**config.mk**
```make
export PLATFORM = sky130hd
export DESIGN_NAME = rv32_instr_encoder
export DESIGN_NICKNAME = d
export VERILOG_FILES = /design/src/rtl/rv32_instr_encoder.sv
export SDC_FILE = /design/constraint.sdc
export NUM_CORES = 1
export LEC_CHECK = 0
export ABC_AREA = 1
export CAP_MARGIN = 5
export CORE_AREA = 2 2 84 86
export CTS_CLUSTER_DIAMETER = 120
export DETAILED_ROUTE_END_ITERATION = 7
export DIE_AREA = 0 0 86 88
export GPL_ROUTABILITY_DRIVEN = 0
export HOLD_SLACK_MARGIN = 0.08
export PLACE_DENSITY = 0.91
export SLEW_MARGIN = 20
export SYNTH_ARGS = -nofsm -noshare
export SYNTH_HDL_FRONTEND = slang
export SYNTH_SLANG_ARGS = --single-unit
```
**constraint.sdc**
```tcl
create_clock -name clk -period 3.33 [get_ports clk]
set_clock_uncertainty 0.05 [all_clocks]
set_input_delay 0.333 -clock clk [delete_from_list [all_inputs] [get_ports clk]]
set_output_delay 0.333 -clock clk [all_outputs]
set_load 0.01 [all_outputs]
```
**src/rtl/rv32_instr_encoder.sv**
```systemverilog
// RV32IM instruction assembler: turns decoded fields back into instruction words
// and hands them, with sequential word addresses, to the instruction-memory writer.
package rv32_encoder_pkg;

  typedef enum logic [4:0] {
    ALUCTRL_ADD, ALUCTRL_SUB, ALUCTRL_SLL, ALUCTRL_SLT, ALUCTRL_SLTU,
    ALUCTRL_XOR, ALUCTRL_SRL, ALUCTRL_SRA, ALUCTRL_OR, ALUCTRL_AND,
    ALUCTRL_MUL, ALUCTRL_MULH, ALUCTRL_MULHSU, ALUCTRL_MULHU,
    ALUCTRL_DIV, ALUCTRL_DIVU, ALUCTRL_REM, ALUCTRL_REMU,
    ALUCTRL_BEQ, ALUCTRL_BNE, ALUCTRL_BLT, ALUCTRL_BGE, ALUCTRL_BLTU, ALUCTRL_BGEU
  } alu_ctrl_e;

  typedef enum logic [2:0] {
    FMT_R, FMT_I, FMT_LOAD, FMT_STORE, FMT_BRANCH, FMT_JAL, FMT_JALR, FMT_AUIPC
  } fmt_e;

  typedef enum logic [1:0] {
    ERR_NONE = 2'd0, ERR_ILLEGAL = 2'd1, ERR_RANGE = 2'd2, ERR_ALIGN = 2'd3
  } err_e;

endpackage

module rv32_instr_encoder
  import rv32_encoder_pkg::*;
#(
  parameter int BITS   = 32,
  parameter int ADDR_W = 10
) (
  input  logic              clk,
  input  logic              rst,
  input  logic              clear,
  input  logic              in_valid,
  output logic              in_ready,
  input  logic [2:0]        in_fmt,
  input  logic [4:0]        in_op,
  input  logic [4:0]        in_rd,
  input  logic [4:0]        in_rs1,
  input  logic [4:0]        in_rs2,
  input  logic [BITS-1:0]   in_imm,
  output logic              out_valid,
  input  logic              out_ready,
  output logic [BITS-1:0]   out_instr,
  output logic [ADDR_W-1:0] out_addr,
  output logic              full,
  output logic              err_valid,
  output logic [1:0]        err_code
);

  localparam logic [6:0] OP_R      = 7'b0110011;
  localparam logic [6:0] OP_I      = 7'b0010011;
  localparam logic [6:0] OP_LOAD   = 7'b0000011;
  localparam logic [6:0] OP_STORE  = 7'b0100011;
  localparam logic [6:0] OP_BRANCH = 7'b1100011;
  localparam logic [6:0] OP_JAL    = 7'b1101111;
  localparam logic [6:0] OP_JALR   = 7'b1100111;
  localparam logic [6:0] OP_AUIPC  = 7'b0010111;

  function automatic logic in_rng(input int v, input int lo, input int hi);
    return (v >= lo) && (v <= hi);
  endfunction

  int          imm_s;
  logic [2:0]  alu_f3, b_f3;
  logic [6:0]  alu_f7;
  logic        r_ok, i_ok, b_ok, shift_op;
  logic        legal, range_ok, aligned;
  logic [BITS-1:0] enc;
  err_e        code;
  logic        accept;

  assign imm_s    = in_imm;
  assign r_ok     = in_op <= 5'(ALUCTRL_REMU);
  assign i_ok     = (in_op < 5'(ALUCTRL_MUL)) && (in_op != 5'(ALUCTRL_SUB));
  assign b_ok     = (in_op >= 5'(ALUCTRL_BEQ)) && (in_op <= 5'(ALUCTRL_BGEU));
  assign shift_op = (in_op == 5'(ALUCTRL_SLL)) || (in_op == 5'(ALUCTRL_SRL)) ||
                    (in_op == 5'(ALUCTRL_SRA));

  // NOTE: every always_comb output gets a default first so no path can infer a latch.
  always_comb begin
    alu_f3 = 3'b000;
    alu_f7 = 7'b0000000;
    b_f3   = 3'b000;
    case (alu_ctrl_e'(in_op))
      ALUCTRL_SUB:  alu_f7 = 7'b0100000;
      ALUCTRL_SLL:  alu_f3 = 3'b001;
      ALUCTRL_SLT:  alu_f3 = 3'b010;
      ALUCTRL_SLTU: alu_f3 = 3'b011;
      ALUCTRL_XOR:  alu_f3 = 3'b100;
      ALUCTRL_SRL:  alu_f3 = 3'b101;
      ALUCTRL_SRA:  begin alu_f3 = 3'b101; alu_f7 = 7'b0100000; end
      ALUCTRL_OR:   alu_f3 = 3'b110;
      ALUCTRL_AND:  alu_f3 = 3'b111;
      ALUCTRL_MUL, ALUCTRL_MULH, ALUCTRL_MULHSU, ALUCTRL_MULHU,
      ALUCTRL_DIV, ALUCTRL_DIVU, ALUCTRL_REM, ALUCTRL_REMU: begin
        // M-extension funct3 runs 000..111 in ALUCTRL order
        alu_f7 = 7'b0000001;
        alu_f3 = 3'(in_op - 5'(ALUCTRL_MUL));
      end
      ALUCTRL_BNE:  b_f3 = 3'b001;
      ALUCTRL_BLT:  b_f3 = 3'b100;
      ALUCTRL_BGE:  b_f3 = 3'b101;
      ALUCTRL_BLTU: b_f3 = 3'b110;
      ALUCTRL_BGEU: b_f3 = 3'b111;
      default: ;
    endcase
  end

  always_comb begin
    enc      = '0;
    legal    = 1'b1;
    range_ok = 1'b1;
    aligned  = 1'b1;
    case (fmt_e'(in_fmt))
      FMT_R: begin
        legal = r_ok;
        enc   = {alu_f7, in_rs2, in_rs1, alu_f3, in_rd, OP_R};
      end
      FMT_I: begin
        legal = i_ok;
        if (shift_op) begin
          range_ok = in_rng(imm_s, 0, 31);
          enc      = {alu_f7, in_imm[4:0], in_rs1, alu_f3, in_rd, OP_I};
        end else begin
          range_ok = in_rng(imm_s, -2048, 2047);
          enc      = {in_imm[11:0], in_rs1, alu_f3, in_rd, OP_I};
        end
      end
      FMT_LOAD: begin
        range_ok = in_rng(imm_s, -2048, 2047);
        enc      = {in_imm[11:0], in_rs1, 3'b010, in_rd, OP_LOAD};
      end
      FMT_STORE: begin
        range_ok = in_rng(imm_s, -2048, 2047);
        enc      = {in_imm[11:5], in_rs2, in_rs1, 3'b010, in_imm[4:0], OP_STORE};
      end
      FMT_BRANCH: begin
        legal    = b_ok;
        range_ok = in_rng(imm_s, -4096, 4094);
        aligned  = !in_imm[0];
        enc      = {in_imm[12], in_imm[10:5], in_rs2, in_rs1, b_f3,
                    in_imm[4:1], in_imm[11], OP_BRANCH};
      end
      FMT_JAL: begin
        range_ok = in_rng(imm_s, -1048576, 1048574);
        aligned  = !in_imm[0];
        enc      = {in_imm[20], in_imm[10:1], in_imm[11], in_imm[19:12], in_rd, OP_JAL};
      end
      FMT_JALR: begin
        range_ok = in_rng(imm_s, -2048, 2047);
        enc      = {in_imm[11:0], in_rs1, 3'b000, in_rd, OP_JALR};
      end
      FMT_AUIPC: begin
        range_ok = (in_imm[11:0] == 12'd0);
        enc      = {in_imm[31:12], in_rd, OP_AUIPC};
      end
      default: ;
    endcase
  end

  assign code = !legal    ? ERR_ILLEGAL :
                !range_ok ? ERR_RANGE   :
                !aligned  ? ERR_ALIGN   : ERR_NONE;

  assign in_ready = !full && !clear && (!out_valid || out_ready);
  assign accept   = in_valid && in_ready;

  // NOTE: sequential state uses non-blocking assignments so every register samples pre-edge values.
  always_ff @(posedge clk) begin
    if (rst) begin
      out_valid <= 1'b0;
      out_instr <= '0;
      out_addr  <= '0;
      full      <= 1'b0;
      err_valid <= 1'b0;
      err_code  <= 2'd0;
    end else if (clear) begin
      out_valid <= 1'b0;
      out_instr <= '0;
      out_addr  <= '0;
      full      <= 1'b0;
      err_valid <= 1'b0;
    end else begin
      err_valid <= 1'b0;
      if (out_valid && out_ready) begin
        out_addr <= out_addr + 1'b1;
        if (&out_addr) full <= 1'b1;
      end
      if (accept) begin
        if (code != ERR_NONE) begin
          err_valid <= 1'b1;
          err_code  <= code;
          out_valid <= 1'b0;
        end else begin
          out_valid <= 1'b1;
          out_instr <= enc;
        end
      end else if (out_ready) begin
        out_valid <= 1'b0;
      end
    end
  end

endmodule
```
==> results of run 1 <==
## sequential cells by signal, indices dropped and copies added (netlist names)
signal	count
out_instr	31
err_valid	1
out_addr	10
err_code	2
full	1
out_valid	1
## worst min-delay path by stage
stage / from / end / slack [ps] / cells after the start
6_report: err_code[0] / err_code[0] / 430 / 2
5_1_grt: err_code[0] / err_code[0] / 450 / 2
4_1_cts: err_code[0] / err_code[0] / 430 / 2
3_5_place_dp: err_code[0] / err_code[0] / 410 / 2
3_3_place_gp: err_code[0] / err_code[0] / 410 / 2
2_1_floorplan: rst / err_code[0] / 350 / 1
## where the power goes
part           switching, µW  leakage (µW)  internal [µW]
Clock                    197     0.0000452            149
Combinational            166       0.00165            128
Sequential              3.86      0.000371            556
Total                    367       0.00206            833
## routing by layer
metal / wire, µm / GRT usage, % / up-vias
met5: 0 / 0 / -
met4: 311 / 10.25 / 0
met3: 1066 / 6.598 / 34
met2: 4816 / 44.19 / 222
met1: 4237 / 32.14 / 1760
li1: - / - / 1963
## cells in the mapped netlist (2+ instances only)
cell	count
buf_4	5
nor2_1	118
nand3_1	23
o221ai_1	5
nor2_2	7
inv_1	89
a221oi_1	2
buf_6	3
nand4_1	2
o211ai_1	4
ha_1	5
a21oi_1	23
nor2_4	2
dfxtp_1	46
nand3b_1	2
nor3_1	11
inv_2	12
buf_2	3
o21bai_1	2
nand2_1	164
o21ai_0	20
clkbuf_1	4
a211oi_1	2
o22ai_1	4
## area by class of cell
cell class	count	area, µm²
clock buffers	6	72.57
clock inverters	2	13.76
fillers	582	2187
inverters	101	379.1
multi-input cells	408	1872
flip-flops and latches	46	920.9
well taps	80	100.1
repair buffers	109	1099
## per-stage QoR
step	area, µm²	hold WS (ps)	setup WS (ps)	util [%]	power, µW
after floorplan	3271	352.1	1540	-	718.6
after global placement	4370	406.2	690.5	65.78	853.1
after detailed placement	4370	413.8	627.6	65.78	858.5
after CTS	4457	428.0	956.2	67.08	1189
after global routing	4457	454.0	748.5	67.08	1247
final	4457	428.9	898.7	67.08	1200
## logic make-up after synthesis
group	Yosys count
and+or+nand+nor	334
buffers and inverters	116
AOI/OAI and AO/OA	68
DFF	46
adders and majority gates	5
muxes	1
## tightest hold or removal path, cell delays in order (launching register included)
cell	delay (ps)
dfxtp_1	320
nand2_1	60
a21oi_1	50
==> results.txt, run 1 <==
* Outcome: finished clean
* H-tree levels: 2
* Cell with the largest stage delay on the worst path: clkdlybuf4s50_1
- After the first detailed-routing iteration, the DRC count stood at 303.
* Max VDD drop: 0.2452 mV
* Most common cell after layout, fill and taps aside: nand2_1
* Max Slew Vio Count: 0
* Wire length per cell: 13.87 µm
* Most used flip-flop cell after synthesis: dfxtp_1
* Cell leakage power: 0.002063 µW
- After the last flow step, the layout net total stands at 736.
- Clock tree root driver cell: clkbuf_8
* Num CTS Buffers: 5
- CP required: 3490 ps
* Height of the chip: 88 µm
* Final worst-path cycle share: 73.01%
- Floorplan die area: 0.007568 mm²
* Critical Path End Type: register
- The floorplan has 30 rows.
- From synthesis to final layout, the design area changed by 36.27%.
* Final standard cell count with taps included and fillers excluded: 752
* Drt first pass iters: 5
- In this run the remaining antenna-violating nets after routing total 0.
- Quantity of I/O buffers inserted on ports: 107
* Post-Syn Area: 0.003271 mm²
* Register area share after synthesis: 28.16%
- Reg-to-Reg End: out_addr[9]
- Wires add up to 10430 µm.
- Number of antenna diodes: 0
* Multiplexer share of the synthesized area: 0.3060%
* Type of origin of the critical path: primary input
* Critical path launch point: in_op[1]
- Worst hold path class: reg -> reg
- Pin count of the biggest net entering global routing: 61
- In the final layout, the share of cells above drive strength 1 is 5.208%.
- Capture point of the critical path: out_instr[9]
* TritonCTS clock tree: done
* Antenna violations before repair: 0
- Count of cells resized by post-cts repair: 0
- The synthesized netlist devotes 0% of its cell area to XOR and XNOR gates.
* Stage delay of the slowest cell on the critical path: 640 ps
- 108 I/O pins were placed.
- The floorplan step set the die width to 86 µm.
- Cell type contributing the most total cell area after synthesis: dfxtp_1
- Share of synthesized flip-flops with an asynchronous set or reset: 0%
- Share of synthesized cell area in and, or, nand and nor gates: 42.20%
- Vias/cell: 5.291
- Cell count after placement: 744
- The worst path in the final design needs a cycle of 2431 ps, including I/O delays and setup.
* Cell types with the largest area share after synthesis: dfxtp_1 28%, nand2_1 19%, nor2_1 14%
* Gr ovfl total: 0
- The Yosys step of the flow raised 0 warnings.
* Slack of the worst reg-to-reg path: 1520 ps
* Post-detailed-route DRC marker count: 0
- The number of nets in the synthesized netlist is 635.
- The top cell type by area accounts for 28.16% of the synthesized area.
- The initial utilization of the core area, before any placement, comes to 49.23%.
* Worst Tran Pin Value: 787.0 ps
- Maximum buffer depth of the clock tree: 2
- Main combinational cell family by area after synthesis: simple AND/OR/NAND/NOR gates
* FF+latch count, synth: 46
- Commonest cells after routing, fill and taps aside: 164 x nand2_1, 117 x nor2_1, 107 x clkdlybuf4s50_1, 89 x inv_1, 46 x dfxtp_1
- The synthesized netlist devotes 12.74% of its cell area to compound gates.
- Final number of setup-violating endpoints: 0
- The total area inside the core boundary comes to 0.006644 mm².
* Number of buffers added to fix hold violations after cts: 0
* Post-detailed-placement half-perimeter wirelength: 8240 µm
- Of the total synthesized cell area, the portion taken by full adders, half adders and majority gates is 1.913%.
- Global routing consumed, over all layers together, 26.19% of the routing resources.
- Global-route wire length before repair: 15650 µm
- Number of max-cap violations: 0
* Clock-pin slew of the registers on the worst-case setup and hold paths: 90 ps
* EDFF count, synth: 0
* Number of global-route vias before repair: 3480
- Data arrival time of the critical path: 2590 ps
* Critical path peak fanout: 60
- Combined buffer and inverter count along the critical path: 3
- Max-slew headroom: 47.48%
- Most used cell, CP: nand2_1
- Total negative setup slack: 0 ps
- Power density of the placed cells: 269.3 mW/mm²
- Synthesis produced a netlist whose cell count is 570.
- For this design, the sink count on the clock tree is 46.
- Counting cells, the worst reg-to-reg path comes to 11.
- Clock Latency Late Sink: 300 ps
- Number of distinct library cell variants in the gate-level netlist after synthesis: 36
* Critical path depth in cells: 14
* Setup repair after global routing missed its margin: no
- Among cell families on the critical path, the largest total delay comes from buffers and inverters.
* Number of buffers added for setup after CTS: 0
* Crit path kind: in -> reg
- Launch point of the worst reg-to-reg path: out_valid
- The count of final hold-check violations came to 0.
* Achievable clock frequency: 411.3 MHz
- Overall via count from detail_route: 3979
* Cells traversed along the worst timing path: clkdlybuf4s50_1, inv_2, ha_1, nand2_1, nand2_1, nand2_1, o21ai_0, nand2_1, nand3_1, nand4_4, buf_12, nand2_1, nand2_1, nor2_1
- Averaged over all synthesized cells, the footprint is 5.738 µm².
(Power assumes the default switching activity.)
==> inputs of run 2 (changes only) <==
--- a/config.mk
+++ b/config.mk
@@ -7,13 +7,13 @@
 export LEC_CHECK = 0
 export ABC_AREA = 1
 export CAP_MARGIN = 5
-export CORE_AREA = 2 2 84 86
+export CORE_AREA = 2 2 92 94
 export CTS_CLUSTER_DIAMETER = 120
 export DETAILED_ROUTE_END_ITERATION = 7
-export DIE_AREA = 0 0 86 88
+export DIE_AREA = 0 0 94 96
 export GPL_ROUTABILITY_DRIVEN = 0
 export HOLD_SLACK_MARGIN = 0.08
-export PLACE_DENSITY = 0.91
+export PLACE_DENSITY = 0.81
 export SLEW_MARGIN = 20
 export SYNTH_ARGS = -nofsm -noshare
 export SYNTH_HDL_FRONTEND = slang
==> constraint.sdc (replaced) <==
create_clock -name clk -period 2.2 [get_ports clk]
set_clock_uncertainty 0.05 [all_clocks]
set_input_delay 0.22 -clock clk [delete_from_list [all_inputs] [get_ports clk]]
set_output_delay 0.22 -clock clk [all_outputs]
set_load 0.01 [all_outputs]
==> run 2 against run 1 <==
  * Combinational power up 85%
  * Clock power is 54% higher
  * Total power is 61% higher
  * Clock-buffer cell count did not move
  * Sequential power rose by 51%
  * Critical endpoint is now out_instr[30]
  * Highest routed layer unchanged
==> results.txt, run 2 (same netlist as run 1, synthesis figures left out) <==
* Outcome: finished clean
- Achievable clock frequency: 471.2 MHz
* Residual antenna-violating net count after detailed routing: 0 (unchanged)
- The post-route setup TNS was 0 ps (unchanged).
- The share of final-layout standard cells stronger than drive strength 1 came to 14.32% (+9.1 points).
- The setup violation total in the final timing report came to 0 (unchanged).
- Overall routing resource usage: 24.51% (-1.7 points)
- Final worst-path cycle share: 96.46%
- The arrival time of data at the critical path endpoint was 2310 ps (-280 ps).
- Antenna violations before repair: 0 (unchanged)
- Minimum period implied by the final worst setup slack: 2122 ps
* Gr ovfl total: 0 (unchanged)
* Num rows: 33 (+10%)
* Cell leakage power: 0.002444 µW (+18%)
- Min Hold Slack: 425.3 ps (-3.511 ps)
- Cells on worst reg2reg path: 11 (unchanged)
* H-tree levels: 2 (unchanged)
* Quantity of I/O buffers inserted on ports: 107 (unchanged)
- Num CTS Buffers: 5 (unchanged)
* Number of nets in the layout: 804 (+9.2%)
- The detailed-route vias per instance is 5.013 (-5.3%).
* Floorplan die area: 0.009024 mm² (+19%)
* Number of DRC markers after the initial detailed-route iteration: 335 (+11%)
* Clock-pin slew of the registers on the worst-case setup and hold paths: 90 ps (about the same)
- Crit path kind: in -> reg
* Post-detailed-placement half-perimeter wirelength: 8979 µm (+9.0%)
- The critical path depth is 14 (unchanged).
* Cell with the largest stage delay on the worst path: clkdlybuf4s50_1
- Flip-flop count of the largest register after layout: 31 (unchanged)
- Largest registers: out_instr: 31 flops, out_addr: 10 flops, err_code: 2 flops
* Most used cell, CP: nand2_1
- Number of global-route vias before repair: 3775 (+8.5%)
- Stage delay of the slowest cell on the critical path: 540 ps (-100 ps)
- The worst slew margin relative to its limit came to 68.70% (+21 points).
- The I/O pin total is 108 (unchanged).
- Power density of the placed cells: 377.1 mW/mm² (+40%)
* Max VDD drop: 0.2971 mV (+21%)
- The total of max-cap violations came to 0 (unchanged).
- The number of placed instances, taps included is 829 (+11%).
- The total inserted antenna cells was 0 (unchanged).
- Type of origin of the critical path: primary input
- Number of buffers added to fix hold violations after cts: 0 (unchanged)
- The transition time at the pin with the least slew margin was 463.6 ps (-323.4 ps).
- Critical Path End Type: register
* Hold Path Depth: 2 (unchanged)
- Traced cell by cell, the critical path runs through clkdlybuf4s50_1, nor3_2, inv_1, nor2_1, nand3_1, nand2_1, inv_2, nand4_2, nand4_4, buf_12, clkbuf_16, nand2_1, nand2_1, nor2_1.
- Leaving out fill and tap cells, the most frequent cell in the layout is nand2_1.
- Commonest cells after routing, fill and taps aside: 163 x nand2_1, 116 x nor2_1, 106 x clkdlybuf4s50_1, 89 x inv_1, 61 x buf_4
* Count of final hold-check violations: 0 (unchanged)
- Initial standard-cell utilization of the core: 40.62% (-8.6 points)
- Clock Latency Late Sink: 300 ps (about the same)
* Die outline width: 94 µm (+9.3%)
- The number of vias in the routed layout was 4236 (+6.5%).
- WL final: 11630 µm (+11%)
- The count of unresolved DRC violations after routing is 0 (unchanged).
* Critical path peak fanout: 8 (-87%)
- The count of buffering cells on the critical path with inverters included is 5 (+2).
- CP required: 2390 ps (-1100 ps)
- Relative to the synthesized area, the layout overhead comes to 56.24%.
- Drt first pass iters: 5 (unchanged)
* Clock tree root driver cell: clkbuf_8
- Max Slew Vio Count: 0 (unchanged)
* Worst hold path class: reg -> reg
* TritonCTS clock tree: done
- Counting flops per register, the top entry is out_instr.
- The worst-case clock buffer depth came to 2 (unchanged).
- Final standard cell count with taps included and fillers excluded: 845 (+12%)
* Height of the chip: 96 µm (+9.1%)
* Wire length per cell: 13.76 µm (-0.80%)
* Clock net sink count: 46 (unchanged)
* Global-route wire length before repair: 17710 µm (+13%)
- Largest delay share family, worst path: simple AND/OR/NAND/NOR gates
- Core Box Area: 0.008051 mm² (+21%)
* Pin count of the biggest net entering global routing: 37 (-39%)
## run 2: cell count changes in the layout (fill, tap and decap cells not counted), sizes merged
cell	delta
nand4	+1
clkdlybuf4s50	-1
clkbuf	+4
dlymetal6s2s	+1
buf	+63
## run 2: power breakdown
part,internal [µW],switching [µW],leakage [µW]
Sequential,842,5.53,0.000371
Clock,225,309,0.0000452
Combinational,271,275,0.00203
## run 2: cell type report
type                       instances  area [µm²]
clock inverter                     2       13.76
fill                             701        2942
clock buffer                       6       72.57
timing repair buffer             176        1698
sequential                        46       920.9
multi-input combinational        409        1894
tap                              105       131.4
inverter                         101       379.1
## run 2: stage by stage
| step | util, % | worst slack (ps) | instance area [µm²] | power [µW] |
|---|---|---|---|---|
| 2_1_floorplan | - | 506.7 | 3271 | 1088 |
| 3_3_place_gp | 60.26 | -106.0 | 4852 | 1369 |
| 3_5_place_dp | 60.26 | -193.5 | 4852 | 1377 |
| 4_1_cts | 61.34 | 138.0 | 4938 | 1899 |
| 5_1_grt | 63.47 | -32.66 | 5110 | 2015 |
| 6_report | 63.47 | 77.94 | 5110 | 1927 |
## run 2: worst paths after layout
check | from | end | slack, ps
hold / removal | err_code[0] | err_code[0] | 430
setup / recovery | in_fmt[1] | out_instr[30] | 80
hold reg to reg | err_code[0] | err_code[0] | 430
setup reg to reg | out_valid | out_instr[30] | 370
## run 2: worst register-to-register path: stages, from the launching register on
cell and delay [ps]:
dfxtp_1 340, inv_1 70, nor2_1 50, nor3_1 190
nand2_1 140, inv_1 210, nand4_4 150, buf_12 180
clkbuf_16 160, nand2_1 60, nand2_1 60, nor2_1 100
## run 2: per-layer routing
layer  GRT usage (%)  share of wire (%)  up-vias
li1                -                  -     2106
met2           41.25                 48      189
met4           7.971                3.1        0
met1           32.44                 42     1905
met3           3.446                6.6       36
met5               0                  0        -
## run 2: timing repair
item                                    in CTS  in global routing
gates resized for setup                      0                  6
endpoints found under the setup margin       0                 30
buffers inserted                             0                  2
